$ cat src/rtl/pe_double2int_pkg.sv
// Shared definitions for the binary64 -> int64 conversion PE: field widths,
// saturation constants, decoded-double and sideband types, and the input classifier.
package pe_double2int_pkg;

    localparam int dwidth_double = 64;
    localparam int DBL_BIAS      = 1023;
    localparam int DBL_EXP_W     = 11;
    localparam int DBL_FRAC_W    = 52;

    localparam logic [63:0] INT64_MAX = 64'h7FFF_FFFF_FFFF_FFFF;
    localparam logic [63:0] INT64_MIN = 64'h8000_0000_0000_0000;

    typedef struct packed {
        logic                  sign;
        logic [DBL_EXP_W-1:0]  expo;
        logic [DBL_FRAC_W-1:0] frac;
    } dbl_t;

    // Result category; decides the final mux in the last stage.
    typedef enum logic [2:0] {
        CLS_ZERO = 3'd0,
        CLS_NORM = 3'd1,
        CLS_MIN  = 3'd2,
        CLS_SAT  = 3'd3,
        CLS_NAN  = 3'd4
    } cls_e;

    typedef struct packed {
        logic                     valid;
        logic                     conv;
        logic                     sign;
        cls_e                     cls;
        logic                     tiny_inx;
        logic [dwidth_double-1:0] raw;
    } side_t;

    function automatic cls_e dbl_classify(input dbl_t d);
        cls_e c;
        if (d.expo == 11'h7FF) begin
            if (d.frac == 52'd0) c = CLS_SAT;
            else                 c = CLS_NAN;
        end else if (d.expo < 11'd1023) begin
            c = CLS_ZERO;
        end else if (d.expo <= 11'd1085) begin
            c = CLS_NORM;
        end else if ((d.expo == 11'd1086) && d.sign && (d.frac == 52'd0)) begin
            c = CLS_MIN;
        end else begin
            c = CLS_SAT;
        end
        return c;
    endfunction

endpackage

$ cat src/rtl/pe_double2int_dbl_shift_round.sv
// Two-stage mantissa aligner: picks shift direction/amount from the unbiased
// exponent, then barrel-shifts and reports whether any fraction bits were dropped.
module dbl_shift_round
    import pe_double2int_pkg::*;
(
    input  logic                  clk,
    input  logic                  rst_n,
    input  logic signed [11:0]    k,
    input  logic [DBL_FRAC_W:0]   mant,
    output logic [63:0]           mag,
    output logic                  inexact
);

    logic                left_s, left_r;
    logic [5:0]          amt_s, amt_r;
    logic [DBL_FRAC_W:0] mask_s, mask_r, mant_r;
    logic [63:0]         ext_s, mag_s;
    logic                sticky_s;

    // Direction/amount decode; right shifts also build the mask of lost bits.
    always_comb begin
        left_s = 1'b0;
        amt_s  = 6'd0;
        mask_s = '0;
        if (k <= 12'sd52) begin
            amt_s  = 6'(12'sd52 - k);
            mask_s = (53'd1 << amt_s) - 53'd1;
        end else begin
            left_s = 1'b1;
            amt_s  = 6'(k - 12'sd52);
        end
    end

    // Shift-control register.
    always_ff @(posedge clk or negedge rst_n) begin
        if (!rst_n) begin
            left_r <= 1'b0;
            amt_r  <= 6'd0;
            mask_r <= '0;
            mant_r <= '0;
        end else begin
            left_r <= left_s;
            amt_r  <= amt_s;
            mask_r <= mask_s;
            mant_r <= mant;
        end
    end

    // Barrel shift and sticky reduction.
    always_comb begin
        ext_s    = {11'd0, mant_r};
        mag_s    = 64'd0;
        sticky_s = |(mant_r & mask_r);
        if (left_r) mag_s = ext_s << amt_r;
        else        mag_s = ext_s >> amt_r;
    end

    // Magnitude/sticky register.
    always_ff @(posedge clk or negedge rst_n) begin
        if (!rst_n) begin
            mag     <= 64'd0;
            inexact <= 1'b0;
        end else begin
            mag     <= mag_s;
            inexact <= sticky_s;
        end
    end

endmodule

$ cat src/rtl/register_pipe.sv
// Generic clear-on-reset delay line; DEPTH=0 degenerates to a wire.
module register_pipe #(
    parameter int WIDTH = 1,
    parameter int DEPTH = 1
) (
    input  logic             clk,
    input  logic             rst_n,
    input  logic [WIDTH-1:0] d,
    output logic [WIDTH-1:0] q
);

    generate
        if (DEPTH == 0) begin : g_wire
            assign q = d;
        end else begin : g_regs
            logic [WIDTH-1:0] stage_r [DEPTH];

            // Shift register; every stage clears on reset so no stale valid survives.
            always_ff @(posedge clk or negedge rst_n) begin
                if (!rst_n) begin
                    for (int i = 0; i < DEPTH; i++) stage_r[i] <= '0;
                end else begin
                    stage_r[0] <= d;
                    for (int i = 1; i < DEPTH; i++) stage_r[i] <= stage_r[i-1];
                end
            end

            assign q = stage_r[DEPTH-1];
        end
    endgenerate

endmodule

$ cat src/rtl/pe_double2int.sv
// Streaming binary64 -> int64 converter (round toward zero, saturating) with a
// matched-latency raw pass-through selected per word by op[0].
module pe_double2int #(
    parameter int dwidth_double = 64,
    parameter int latency       = 4
) (
    input  logic                     clk,
    input  logic                     rst,
    input  logic [dwidth_double-1:0] inp1,
    input  logic                     t_valid_inp1,
    input  logic [1:0]               op,
    output logic [dwidth_double-1:0] out1,
    output logic                     t_valid_out1,
    output logic                     out_invalid,
    output logic                     out_inexact
);
    import pe_double2int_pkg::*;

    dbl_t                d_s;
    side_t               side1_s, side1_r, side2_r, side3_r;
    logic signed [11:0]  k_s, k1_r;
    logic [DBL_FRAC_W:0] mant1_r;
    logic [63:0]         mag_s, res_s, res_r;
    logic                sticky_s, inv_s, inx_s, inv_r, inx_r, valid_r;
    logic [66:0]         pipe_q_s;
    logic                unused_s;

    assign d_s      = inp1;
    assign unused_s = op[1];

    // Field decode and classification for stage 1.
    always_comb begin
        side1_s          = '0;
        side1_s.valid    = t_valid_inp1;
        side1_s.conv     = op[0];
        side1_s.sign     = d_s.sign;
        side1_s.cls      = dbl_classify(d_s);
        side1_s.tiny_inx = |inp1[62:0];
        side1_s.raw      = inp1;
        k_s              = $signed({1'b0, d_s.expo} - 12'(DBL_BIAS));
    end

    // Stage 1 register.
    always_ff @(posedge clk or negedge rst) begin
        if (!rst) begin
            side1_r <= '0;
            k1_r    <= 12'sd0;
            mant1_r <= '0;
        end else begin
            side1_r <= side1_s;
            k1_r    <= k_s;
            mant1_r <= {1'b1, d_s.frac};
        end
    end

    dbl_shift_round u_shift (
        .clk     (clk),
        .rst_n   (rst),
        .k       (k1_r),
        .mant    (mant1_r),
        .mag     (mag_s),
        .inexact (sticky_s)
    );

    // Sideband rides alongside the two shifter stages.
    always_ff @(posedge clk or negedge rst) begin
        if (!rst) begin
            side2_r <= '0;
            side3_r <= '0;
        end else begin
            side2_r <= side1_r;
            side3_r <= side2_r;
        end
    end

    // Final result mux: negate, saturate, or forward the raw word.
    always_comb begin
        res_s = 64'd0;
        inv_s = 1'b0;
        inx_s = 1'b0;
        if (!side3_r.conv) begin
            res_s = side3_r.raw;
        end else begin
            case (side3_r.cls)
                CLS_NORM: begin
                    res_s = side3_r.sign ? (64'd0 - mag_s) : mag_s;
                    inx_s = sticky_s;
                end
                CLS_ZERO: inx_s = side3_r.tiny_inx;
                CLS_MIN:  res_s = INT64_MIN;
                CLS_SAT: begin
                    res_s = side3_r.sign ? INT64_MIN : INT64_MAX;
                    inv_s = 1'b1;
                end
                CLS_NAN:  inv_s = 1'b1;
                default: begin
                    res_s = 64'd0;
                    inv_s = 1'b0;
                    inx_s = 1'b0;
                end
            endcase
        end
    end

    // Stage 4 output register.
    always_ff @(posedge clk or negedge rst) begin
        if (!rst) begin
            valid_r <= 1'b0;
            res_r   <= 64'd0;
            inv_r   <= 1'b0;
            inx_r   <= 1'b0;
        end else begin
            valid_r <= side3_r.valid;
            res_r   <= res_s;
            inv_r   <= inv_s;
            inx_r   <= inx_s;
        end
    end

    register_pipe #(
        .WIDTH (67),
        .DEPTH (latency - 4)
    ) u_delay (
        .clk   (clk),
        .rst_n (rst),
        .d     ({valid_r, inv_r, inx_r, res_r}),
        .q     (pipe_q_s)
    );

    assign t_valid_out1 = pipe_q_s[66];
    assign out_invalid  = pipe_q_s[65];
    assign out_inexact  = pipe_q_s[64];
    assign out1         = pipe_q_s[63:0];

endmodule

$ cat config.mk
export PLATFORM = sky130hd
export DESIGN_NAME = pe_double2int
export DESIGN_NICKNAME = d
export VERILOG_FILES = /design/src/rtl/pe_double2int_pkg.sv /design/src/rtl/pe_double2int_dbl_shift_round.sv /design/src/rtl/register_pipe.sv /design/src/rtl/pe_double2int.sv
export SDC_FILE = /design/constraint.sdc
export NUM_CORES = 1
export LEC_CHECK = 0
export CAP_MARGIN = 20
export CORE_UTILIZATION = 45
export DETAILED_ROUTE_END_ITERATION = 8
export PLACE_DENSITY = 0.71
export SLEW_MARGIN = 40
export SYNTH_ARGS = -nofsm -noshare
export SYNTH_HDL_FRONTEND = slang
export SYNTH_SLANG_ARGS = --single-unit
$ cat constraint.sdc
create_clock -name clk -period 8.4 [get_ports clk]
set_input_delay 0.84 -clock clk [delete_from_list [all_inputs] [get_ports clk]]
set_output_delay 0.84 -clock clk [all_outputs]
set_load 0.1 [all_outputs]
== Word-level counts from Yosys, hierarchy flattened ==
Index checks and enable logic that the tools add are counted.
Word-level totals
  flip-flop bits (word level): 523
  input bits: 69
Cells by class
  $add $sub $neg: 5
  magnitude comparators: 3
  reduce and logical (&&, ||, !) cells: 7
  eq/ne operators: 6
  multiplexer cells: 17
  bitwise logic cells: 1
  shift operators: 3
Operators with widths (number)
  two-way mux 64 bit: 4
  case mux 64 bit (3 select lines): 1
  << shifter 53 x 6 -> 64 bit: 1
  right shift 53 x 6 -> 64 bit: 1
  subtractor 1 x 64 -> 64 bit (first input constant): 1
  OR reduction 63 bit: 1
  bitwise AND 53 bit: 1
  two-way mux 53 bit: 1
  OR reduction 53 bit: 1
  << shifter 1 x 6 -> 53 bit (first input constant): 1
  subtractor 53 x 1 -> 53 bit (second input constant): 1
  zero test 52 bit: 1
  equality test 11 bit (second input constant): 2
  less-or-equal comparator 12 x 7 -> 1 bit (second input constant): 1
  subtractor 11 x 10 -> 12 bit (second input constant): 1
  less-or-equal comparator 11 bit (second input constant): 1
  less-than comparator 11 x 10 -> 1 bit (second input constant): 1
  equality test 3 x 2 -> 1 bit (second input constant): 2
  two-way mux 3 bit: 2
  two-way mux 6 bit: 1
  subtractor 5 x 6 -> 6 bit (first input constant): 1
  subtractor 6 x 5 -> 6 bit (second input constant): 1
  two-way mux 1 bit: 5
  two-way mux 2 bit: 2
  6 further kinds: 7

== Logic depth before layout (Yosys ltp) ==
Gate-level depths: netlist of the first run.
  depth in word-level cells: 7
  depth in mapped cells: 18

== Hierarchy ==
A second synthesis of the first run with hierarchy kept.
Second synthesis, totals
  cells, all modules: 2296
  area total of the unflattened synthesis: 24742.5 sq um
Modules (own cells, without submodules)
  dbl_shift_round: times used 1, area each 13918.3 sq um, cells an instance 1456
  pe_double2int: times used 1, area each 10321.1 sq um, cells an instance 773
  register_pipe: times used 1, area each 503.0 sq um, cells an instance 67

== Worst setup path after synthesis of the first run ==
Ideal clock, no wire load.
  path type: flip-flop to flip-flop
  from: register k1_r[0]
  to: register u_shift.mask_r[52]
  stages on the path, launching flop included: 19
  arrival: 3.985 ns
  path slack: 4.290 ns
  required time: 8.275 ns
  path buffers: 5
  cells stage by stage: dfrtp_1 clkbuf_1 inv_1 ha_1 clkbuf_1 clkbuf_1 nand2_1 a21oi_1 or2_1 clkbuf_1 buf_1 nand3_1 ha_1 inv_1 a221o_1 nor2_1 nand3_1 nor3_1 mux2_2
Between the ends
  cells in the longest elaborated chain, start to end: 4
  elaborated cells between the ends (all ways): 5
  those cells by class: add/sub: 2; order compare: 1; shift: 1; mux: 1
RTL lines
  start, declared: RTL line pe_double2int.sv:21  | logic signed [11:0] k_s, k1_r;
  start signal, assigned: RTL line pe_double2int.sv:51  | k1_r <= k_s;
  subtractor 5 x 6 -> 6 bit: RTL line pe_double2int_dbl_shift_round.sv:26  | amt_s = 6'(12'sd52 - k);
  << shifter 1 x 6 -> 53 bit: RTL line pe_double2int_dbl_shift_round.sv:27  | mask_s = (53'd1 << amt_s) - 53'd1;
  subtractor 53 x 1 -> 53 bit: RTL line pe_double2int_dbl_shift_round.sv:27
  two-way mux 53 bit *: RTL line pe_double2int_dbl_shift_round.sv:25  | if (k <= 12'sd52) begin
  named net u_shift.mask_s[52]: RTL line pe_double2int_dbl_shift_round.sv:16  | logic [DBL_FRAC_W:0] mask_s, mask_r, mant_r;
  end signal, assigned: RTL line pe_double2int_dbl_shift_round.sv:44  | mask_r <= mask_s;
  end, declared: RTL line pe_double2int_dbl_shift_round.sv:16
Mark *: on every way through the listed nets, which the timed path passes. The rest lies on a longest branch.

== Worst setup path in the final report of the first run ==
Ends and elaborated chain as after synthesis.

==> flow_summary.ini, run 1 <==
[finish]
layout-drive-gt1-share_pct = 16.6
fillCellCount = 4368
regArea_um2 = 10400
layout_common_cells = dfrtp_1, nor2_1, a21oi_1, nand2_1, mux4_2
area_growth_pct = 13.2
layout.nets = 2258
multi_input_area_um2 = 11500
mostFrequentLayoutCell = dfrtp_1
layoutNonFillerInstCount = 2870
utilization_pct = 52.0
n_antenna_cell = 0

[grt]
grt_util_met2_pct = 49.4
grt_util_met3_pct = 7.21
grt_usage_pct = 31.6
antenna_found_initial = 2
grt_pass1_wl_um = 119000
grt_pass1_vias = 18096
grt-busiest-layer = met2
grt_max_degree = 160
use_met1_pct = 42.0
grt-ovfl-total = 0

[drt]
drtAntennaViolNets = 0
finalWirelength_um = 80000
first_iter_violations = 2236
drt-pass1-iter-count = 6
drc = 0
viasPerCell = 6.49
num_vias = 18639
post_drt_wl_per_cell_um = 27.9

[clock_network]
cts_tree = yes
cts_buffer_depth = 3
clkLatencyLatePin_ns = 0.58
cts_setup_buffers = 0
cts_root_buffer = clkbuf_16
cts.sinks = 416
clkTransAtPathRegs_ns = 0.06
htreeDepth = 2
hold_buffers = 0
cts_made_buffers = 43
ctsResizeCount = 0

[synth]
syn_area_um2 = 22600
synthArstFlopShare_pct = 100
yosysSeqAreaShare_pct = 46.0
synth.avg_cell_area_um2 = 10.6
syn_inst = 2135
synth_fp_nets = 2218
synth-seq-cells = 416
synth_ff_type = dfrtp_1
synth_cell_type_count = 84
synth-edff-count = 0
yosysWarnings = 0

[setup_path]
crit_path_end_kind = flop
arrival_ns = 5.52
critPathLaunchType = flop
crit_required_ns = 8.87
critical_path.max_fanout = 25
setup.worst_path.class = reg2reg

[timing]
period_needed_ns = 5.05
setup_tns_ns = 0
fin_hold_ws_ns = 0.184
maxSlewViolCount = 0
clock_skew_ns = 0.0140
period_share_pct = 60.1
max_freq_mhz = 198
hold_viol = 0
slew_headroom_pct = 36.3
finalSetupViolations = 0
worstMarginPinSlew_ns = 0.947
rsz0062_at_grt = no

[job]
maxCapViolations = 0

[die]
die_y_um = 226
rows = 81
die_w_um = 226
start_util_pct = 45.9
ios = 136
die-area_um2 = 51200
coreArea_um2 = 49300

[power_and_ir_drop]
leakage_nw = 10.5
total_power_mw = 6.67
power_density_nw_per_um2 = 261
ir_worst_vdd_mv = 0.140

[placement]
io_buffers = 134
place_inst = 2792
gp_congestion = 1.02
hpwlAfterDp_um = 55300

[worst_hold_path]
hold_class = in2async

[status]
status = complete, no violations
## kinds of logic after synthesis
kind of cell             synth area share (%)
AO/OA/AOI/OAI                            16.9
XOR/XNOR                                 3.52
adder cells (fa/ha/maj)                 0.775
buffers and inverters                    3.28
flip-flops                               46.0
multiplexers                             17.3
other                                  0.0166
AND/OR/NAND/NOR                          12.2
## sequential cells by signal (all words and copies together), names as in the netlist, 12 cells and up
| signal | count |
|---|---|
| side3_r | 70 |
| res_r | 64 |
| u_shift.mag | 64 |
| mant1_r | 53 |
| u_shift.mant_r | 53 |
| u_shift.mask_r | 53 |
| side1_r | 18 |
| side2_r | 18 |
| k1_r | 12 |
## power breakdown
part,internal (mW),leakage (nW),switching (mW)
Combinational,0.792,4.81,1.48
Clock,1.11,0.687,0.775
Sequential,2.23,5.02,0.282
## layer usage
layer  part of all wire, %  routed length [um]
met1                    40               31800
met2                    46               36700
met3                   9.3                7460
met4                   4.9                3940
met5                 0.014                  11
## cell type report
| class | instances | share of cell area, % |
|---|---|---|
| Clock buffer | 63 | 4.81 |
| Clock inverter | 13 | 0.635 |
| Sequential cell | 416 | 40.7 |
| Inverter | 22 | 0.328 |
| Tap cell | 664 | 3.25 |
| Multi-Input combinational cell | 1525 | 45.0 |
| Timing Repair Buffer | 167 | 5.24 |
## cells in the mapped netlist, types with 21 or more instances
cell type  count  area, um^2
xor2_1        49         429
nand2_1      132         495
a22oi_1       67         503
nor3_1        38         190
mux2i_1       94         941
clkbuf_1     133         499
mux2_2        57         642
nand3_1       39         195
o211ai_1      21         158
dfrtp_1      416       10400
o21ai_1       33         165
nor4_1        25         156
a21oi_1      137         686
mux4_2       103        2320
buf_1         34         128
a211oi_1      28         210
o22ai_1       40         250
nor2_1       225         845
o21ai_0       92         460
xnor2_1       42         368
## worst paths after layout
check                           depth (start not counted)  slack, ns                      endpoint             startpoint
worst max-delay path                                   14       3.35  u_shift.mask_r[52]$_DFF_PN0_      k1_r[0]$_DFF_PN0_
worst min-delay path                                    1       0.18         side3_r[60]$_DFF_PN0_                    rst
worst max register to register                         14       3.35  u_shift.mask_r[52]$_DFF_PN0_      k1_r[0]$_DFF_PN0_
worst min register to register                          0       0.34         side3_r[64]$_DFF_PN0_  side2_r[64]$_DFF_PN0_
max in group asynchronous                               3       6.99         mant1_r[36]$_DFF_PN0_                    rst
min in group clk                                        0       0.34         side3_r[64]$_DFF_PN0_  side2_r[64]$_DFF_PN0_
## critical path, stage by stage, from the launching register on
cell and delay [ns]:
dfrtp_1 0.53, inv_1 0.19, ha_2 0.50, a21oi_1 0.23
xnor2_2 0.47, a21oi_1 0.09, buf_4 0.22, nand3_1 0.10
ha_1 0.22, inv_1 0.17, a221o_1 0.41, nor2_1 0.69
nand3_1 0.28, nor3_1 0.44, mux2_2 0.38
## metrics by stage
step                      instance area, um^2  setup WS [ns]
after detailed placement                24100           3.04
after global placement                  24400           3.11
after floorplan                         22600           4.29
after CTS                               25500           2.98
after global routing                    25600           3.16
final                                   25600           3.35
Note: power is estimated with default switching activity, not from simulation.
==> run 2: changes to the inputs <==
Clock period 8.4 ns to 4.65 ns, I/O delays scaled along.
==> run 2 against run 1 <==
Setup slack worse by 2.9 ns. Clock power grew 73%. Global-route usage increased by 0.43 points. Register-to-register slack worse by 2.9 ns. Sequential share of layout area shrank 0.33 points. Clock skew is 0.0051 ns higher. Sequential cell count stayed put. Sequential power increased by 80%. Power rose by 80%. Count of clock-buffer cells in the layout grew 1. Utilization is 0.44 points higher. Cell area increased by 0.85%. Critical endpoint is now u_shift.mask_r[46]$_DFF_PN0_.
==> flow_summary.ini, run 2 (synthesis results as in run 1) <==
[timing]
worstMarginPinSlew_ns = 0.914
period_share_pct = 91.2
slew_headroom_pct = 38.4
clock_skew_ns = 0.0191
maxSlewViolCount = 0
period_needed_ns = 4.24
setup_tns_ns = 0
max_freq_mhz = 236
rsz0062_at_grt = no
fin_hold_ws_ns = 0.328
hold_viol = 0
finalSetupViolations = 0

[die]
ios = 136
rows = 81
die-area_um2 = 51200
die_w_um = 226
die_y_um = 226
coreArea_um2 = 49300
start_util_pct = 45.9

[clock_network]
cts_made_buffers = 42
clkTransAtPathRegs_ns = 0.06
htreeDepth = 2
cts.sinks = 416
cts_root_buffer = clkbuf_16
ctsResizeCount = 0
cts_buffer_depth = 3
cts_tree = yes
clkLatencyLatePin_ns = 0.58

[finish]
area_growth_pct = 14.1
mostFrequentLayoutCell = dfrtp_1
layout.nets = 2294
layout-drive-gt1-share_pct = 17.8
layout_common_cells = dfrtp_1, nor2_1, a21oi_1, nand2_1, mux4_2
largest_register_ffs = 70
top_register = side3_r
reg.largest.list = side3_r: 70 flops, res_r: 64 flops, u_shift.mag: 64 flops

[setup_path]
r2r-start = k1_r[0]$_DFF_PN0_
startpoint = k1_r[0]$_DFF_PN0_
crit_slowest_cell = xnor2_1
cpPeakStageDelay_ns = 0.59
crit_chain = inv_1, ha_1, a21oi_1, xnor2_1, a21oi_1, nand3_1, ha_1, inv_1, a221o_1, a311oi_2, nand3_1, and3_1, o31a_1
setup.worst_path.class = reg2reg
crit_path_end_kind = flop
arrival_ns = 4.70
r2r_cells = 13
critPathLaunchType = flop
crit_required_ns = 5.10
critical_path.max_fanout = 13

[power_and_ir_drop]
pwr-share-comb_pct = 35.1
internal_power_mw = 7.37
pwr-share-clk_pct = 27.2
total_power_mw = 12.0
seqPwrFrac_pct = 37.7
ir_worst_vdd_mv = 0.245
power_density_nw_per_um2 = 465
swShare_pct = 38.7
p_switching_mw = 4.65
leakage_nw = 10.6

[drt]
finalWirelength_um = 80700
drtAntennaViolNets = 0
drt-pass1-iter-count = 6
post_drt_wl_per_cell_um = 27.7
drc = 0
viasPerCell = 6.51
first_iter_violations = 2269
num_vias = 18932

[placement]
hpwlAfterDp_um = 57900
io_buffers = 134
gp_congestion = 0.991

[grt]
grt_usage_pct = 32.0
grt_max_degree = 113
grt_pass1_wl_um = 121000
antenna_found_initial = 5
grt_pass1_vias = 18464
grt-ovfl-total = 0

[status]
status = complete, no violations

[worst_hold_path]
hold_class = in2async

[job]
maxCapViolations = 0
-- run 2: cell count changes in the layout (fill, tap and decap cells not counted), moves of 2 or more --
cell | before | now
clkinvlp_4 | 0 | 3
clkinv_2 | 7 | 3
nor4_1 | 22 | 24
clkbuf_8 | 6 | 11
nor3_1 | 36 | 38
clkbuf_1 | 13 | 11
buf_12 | 3 | 6
clkbuf_16 | 44 | 42
buf_4 | 27 | 62
bufinv_16 | 3 | 0
nor3_2 | 2 | 0
diode_2 | 0 | 3
-- run 2: layer usage --
| metal | routed length [um] | track usage, % | vias up |
|---|---|---|---|
| met3 | 7560 | 7.68 | 240 |
| li1 | - | - | 8117 |
| met2 | 36700 | 49.5 | 1102 |
| met4 | 3780 | 13.5 | 8 |
| met1 | 32600 | 43.0 | 9465 |
| met5 | 54 | 0 | - |
-- run 2: worst paths after layout --
| check | to | slack (ns) |
|---|---|---|
| worst max-delay path | u_shift.mask_r[46]$_DFF_PN0_ | 0.41 |
| worst min-delay path | side2_r[63]$_DFF_PN0_ | 0.33 |
| worst max register to register | u_shift.mask_r[46]$_DFF_PN0_ | 0.41 |
| worst min register to register | side3_r[65]$_DFF_PN0_ | 0.34 |
| max in group asynchronous | mant1_r[32]$_DFF_PN0_ | 3.05 |
| min in group clk | side1_r[70]$_DFF_PN0_ | 0.34 |
-- run 2: worst max-delay path: cells and delay by family (launching register included) --
| kind | cells | cell delay [ns] |
|---|---|---|
| AOI/OAI and AO/OA | 5 | 1.42 |
| xor gates and xnor gates | 1 | 0.59 |
| adders and majority gates | 2 | 0.61 |
| buffers and inverters | 2 | 0.32 |
| DFF | 1 | 0.52 |
| and+or+nand+nor | 3 | 0.68 |
-- run 2: area by class of cell --
class	instances	area, um^2
well taps	664	831
multi-input cells	1525	11500
fillers	4376	23400
clock buffers	64	1240
diodes	3	7.51
clock inverters	11	96.3
inverters	22	85.1
repair buffers	204	1630
flip-flops and latches	416	10400
-- run 2: power by group through the flow --
stage,sequential (mW),combinational [mW],clock (mW)
2_1_floorplan,4.77,2.51,0
3_3_place_gp,4.57,4.15,0
3_5_place_dp,4.57,4.11,0
4_1_cts,4.50,4.13,3.33
5_1_grt,4.56,4.48,3.49
6_report,4.53,4.22,3.27
-- run 2: timing repair --
item	4_1_cts	5_1_grt
buffers inserted	0	0
hold buffers	1	0
endpoints found under the hold margin	98	0
-- run 2: through the flow --
stage / worst slack (ns) / instance area [um^2] / util, % / std cells
final: 0.407 / 25800 / 52.4 / 2909
after global routing: 0.224 / 25800 / 52.4 / 2906
after CTS: 0.523 / 25800 / 52.3 / 2905
after detailed placement: 0.564 / 24400 / 49.6 / 2829
after global placement: 0.704 / 24700 / 50.2 / 2827
after floorplan: 0.540 / 22600 / - / 2135
==> run 3: changes to the inputs <==
Settings changed: GPL_TIMING_DRIVEN from default to 0, RECOVER_POWER from default to 100.
==> run 3 against run 2 <==
Power up 5.2%. Sequential cell count stayed put. Count of clock-buffer cells in the layout down 7. Non-clock buffer count grew 113. The run now ends with max-capacitance violations, max-slew violations, negative setup slack left. Cell area rose by 1.0%. Clock skew is 0.029 ns higher. Via count up 6.3%. Global-route usage increased by 6.3 points. Routed wire length rose by 20%. Register-to-register slack worse by 0.56 ns.
==> flow_summary.ini, run 3 (synthesis results as in run 1) <==
[finish]
layout_common_cells = dfrtp_1, nor2_1, clkbuf_1, a21oi_1, nand2_1
layout.nets = 2407
multi_input_area_um2 = 11500
top_register = side3_r
reg.largest.list = side3_r: 70 flops, res_r: 64 flops, u_shift.mag: 64 flops
layout-drive-gt1-share_pct = 12.4
fillCellCount = 4455
mostFrequentLayoutCell = dfrtp_1
area_growth_pct = 15.3
final_cell_area_um2 = 26100
regArea_um2 = 10400
largest_register_ffs = 70

[power_and_ir_drop]
power_density_nw_per_um2 = 484
leakage_nw = 10.5
ir_worst_vdd_mv = 0.361

[die]
start_util_pct = 45.9
die_w_um = 226
die_y_um = 226
coreArea_um2 = 49300
rows = 81
ios = 136
die-area_um2 = 51200

[placement]
dpl_cell_area_um2 = 24700
gp_congestion = 1.06
io_buffers = 134
hpwlAfterDp_um = 76000

[timing]
clock_skew_ns = 0.0481
max_freq_mhz = 208
slew_headroom_pct = -120
period_needed_ns = 4.81
hold_viol = 0
worstMarginPinSlew_ns = 3.30
rsz0062_at_grt = no
fin_hold_ws_ns = 0.341
setup_slack_ns = -0.158
finalSetupViolations = 1
maxSlewViolCount = 74
period_share_pct = 103

[setup_path]
startpoint = u_shift.amt_r[0]$_DFF_PN0_
crit_slowest_cell = o21ai_0
cpPeakStageDelay_ns = 0.97
crit_chain = clkbuf_1, clkbuf_2, clkbuf_1, o21ai_0, o21ai_0, a21oi_1, nand2_1, o21ai_0, a32oi_1, o21ai_0
r2r_end = u_shift.mag[6]$_DFF_PN0_
r2r_cells = 10
path_delay_family = compound AO/OA/AOI/OAI gates
cpMostUsedCell = o21ai_0
crit_path_end_kind = flop
path_depth = 10
r2r-start = u_shift.amt_r[0]$_DFF_PN0_
arrival_ns = 5.24
r2r_setup_slack_ns = -0.16
crit_required_ns = 5.08
setup.worst_path.class = reg2reg
critical_path.max_fanout = 10
critPathLaunchType = flop
cp_num_buf_inv = 3

[clock_network]
htreeDepth = 2
clkTransAtPathRegs_ns = 0.06
cts.sinks = 416
cts_root_buffer = clkbuf_16
cts_made_buffers = 42
cts_buffer_depth = 3
cts_tree = yes
clkLatencyLatePin_ns = 0.60

[grt]
grt_max_degree = 82
antenna_found_initial = 5
grt_pass1_wl_um = 139000
grt_usage_pct = 38.3
grt-ovfl-total = 0
grt_pass1_vias = 19260

[worst_hold_path]
worstHoldPathCells = 0
hold_class = reg2reg
holdCritStartpoint = mant1_r[29]$_DFF_PN0_
hold_end = u_shift.mant_r[29]$_DFF_PN0_

[drt]
post_drt_wl_per_cell_um = 32.2
num_vias = 20128
drtAntennaViolNets = 0
drt-pass1-iter-count = 6
drc = 0
viasPerCell = 6.66
finalWirelength_um = 97100
first_iter_violations = 2628

[job]
maxCapViolations = 1

[status]
status = complete, but fails checks
failed_checks = max-capacitance violations, max-slew violations, negative setup slack
## run 3: area by class of cell
cell class / instances / share of cell area, %
Buffer: 169 / 2.52
Clock buffer: 57 / 4.63
Multi-Input combinational cell: 1525 / 44.3
Clock inverter: 16 / 0.959
Tap cell: 664 / 3.19
Sequential cell: 416 / 39.9
Inverter: 22 / 0.317
Timing Repair Buffer: 148 / 4.19
Antenna cell: 4 / 0.0384
## run 3: worst max-delay path by stage
stage / end / slack [ns]
global route: u_shift.mask_r[38]$_DFF_PN0_ / 0.005
floorplan: u_shift.mask_r[52]$_DFF_PN0_ / 0.54
CTS: u_shift.mask_r[52]$_DFF_PN0_ / -0.09
global placement: mant1_r[31]$_DFF_PN0_ / -13.67
finish: u_shift.mag[6]$_DFF_PN0_ / -0.16
detailed placement: u_shift.mask_r[52]$_DFF_PN0_ / -0.93
## run 3: worst register-to-register path: stages (launching register included)
cell and delay (ns):
dfrtp_1 0.45, clkbuf_1 0.22, clkbuf_2 0.41, clkbuf_1 0.73, o21ai_0 0.28, o21ai_0 0.97, a21oi_1 0.53, nand2_1 0.21
o21ai_0 0.22, a32oi_1 0.42, o21ai_0 0.23
## run 3: metrics by stage
| step | TNS [ns] | power (mW) | utilization [%] | setup slack [ns] | cells |
|---|---|---|---|---|---|
| floorplan | 0 | 7.28 | - | 0.540 | 2135 |
| detailed placement | -9.18 | 9.03 | 50.1 | -0.931 | 2940 |
| CTS | -0.0928 | 12.6 | 53.2 | -0.0928 | 3016 |
| global route | 0 | 13.0 | 52.9 | 0.00459 | 3017 |
| finish | -0.158 | 12.6 | 53.0 | -0.158 | 3021 |
| global placement | -5646.25 | 9.09 | 50.3 | -13.67 | 2933 |
## run 3: what timing repair did
item | 4_1_cts | 5_1_grt
hold buffers | 1 | 0
resized for setup | 15 | 4
buffers inserted | 2 | 4
pin swaps | 2 | 1
endpoints found under the hold margin | 73 | 0
endpoints found under the setup margin | 27 | 23
## run 3: power by group
group | leakage, nW | switching [mW] | internal [mW]
sequential | 5.03 | 0.411 | 4.03
combinational | 4.75 | 3.26 | 1.45
clock | 0.707 | 1.43 | 2.06
## run 3: per-layer routing
metal	vias to the layer above	routed length [um]	GRT usage [%]
met2	1387	42800	58.2
li1	8366	-	-
met4	8	5740	18.5
met3	356	10200	10.6
met1	10011	38300	50.5
met5	-	57	0
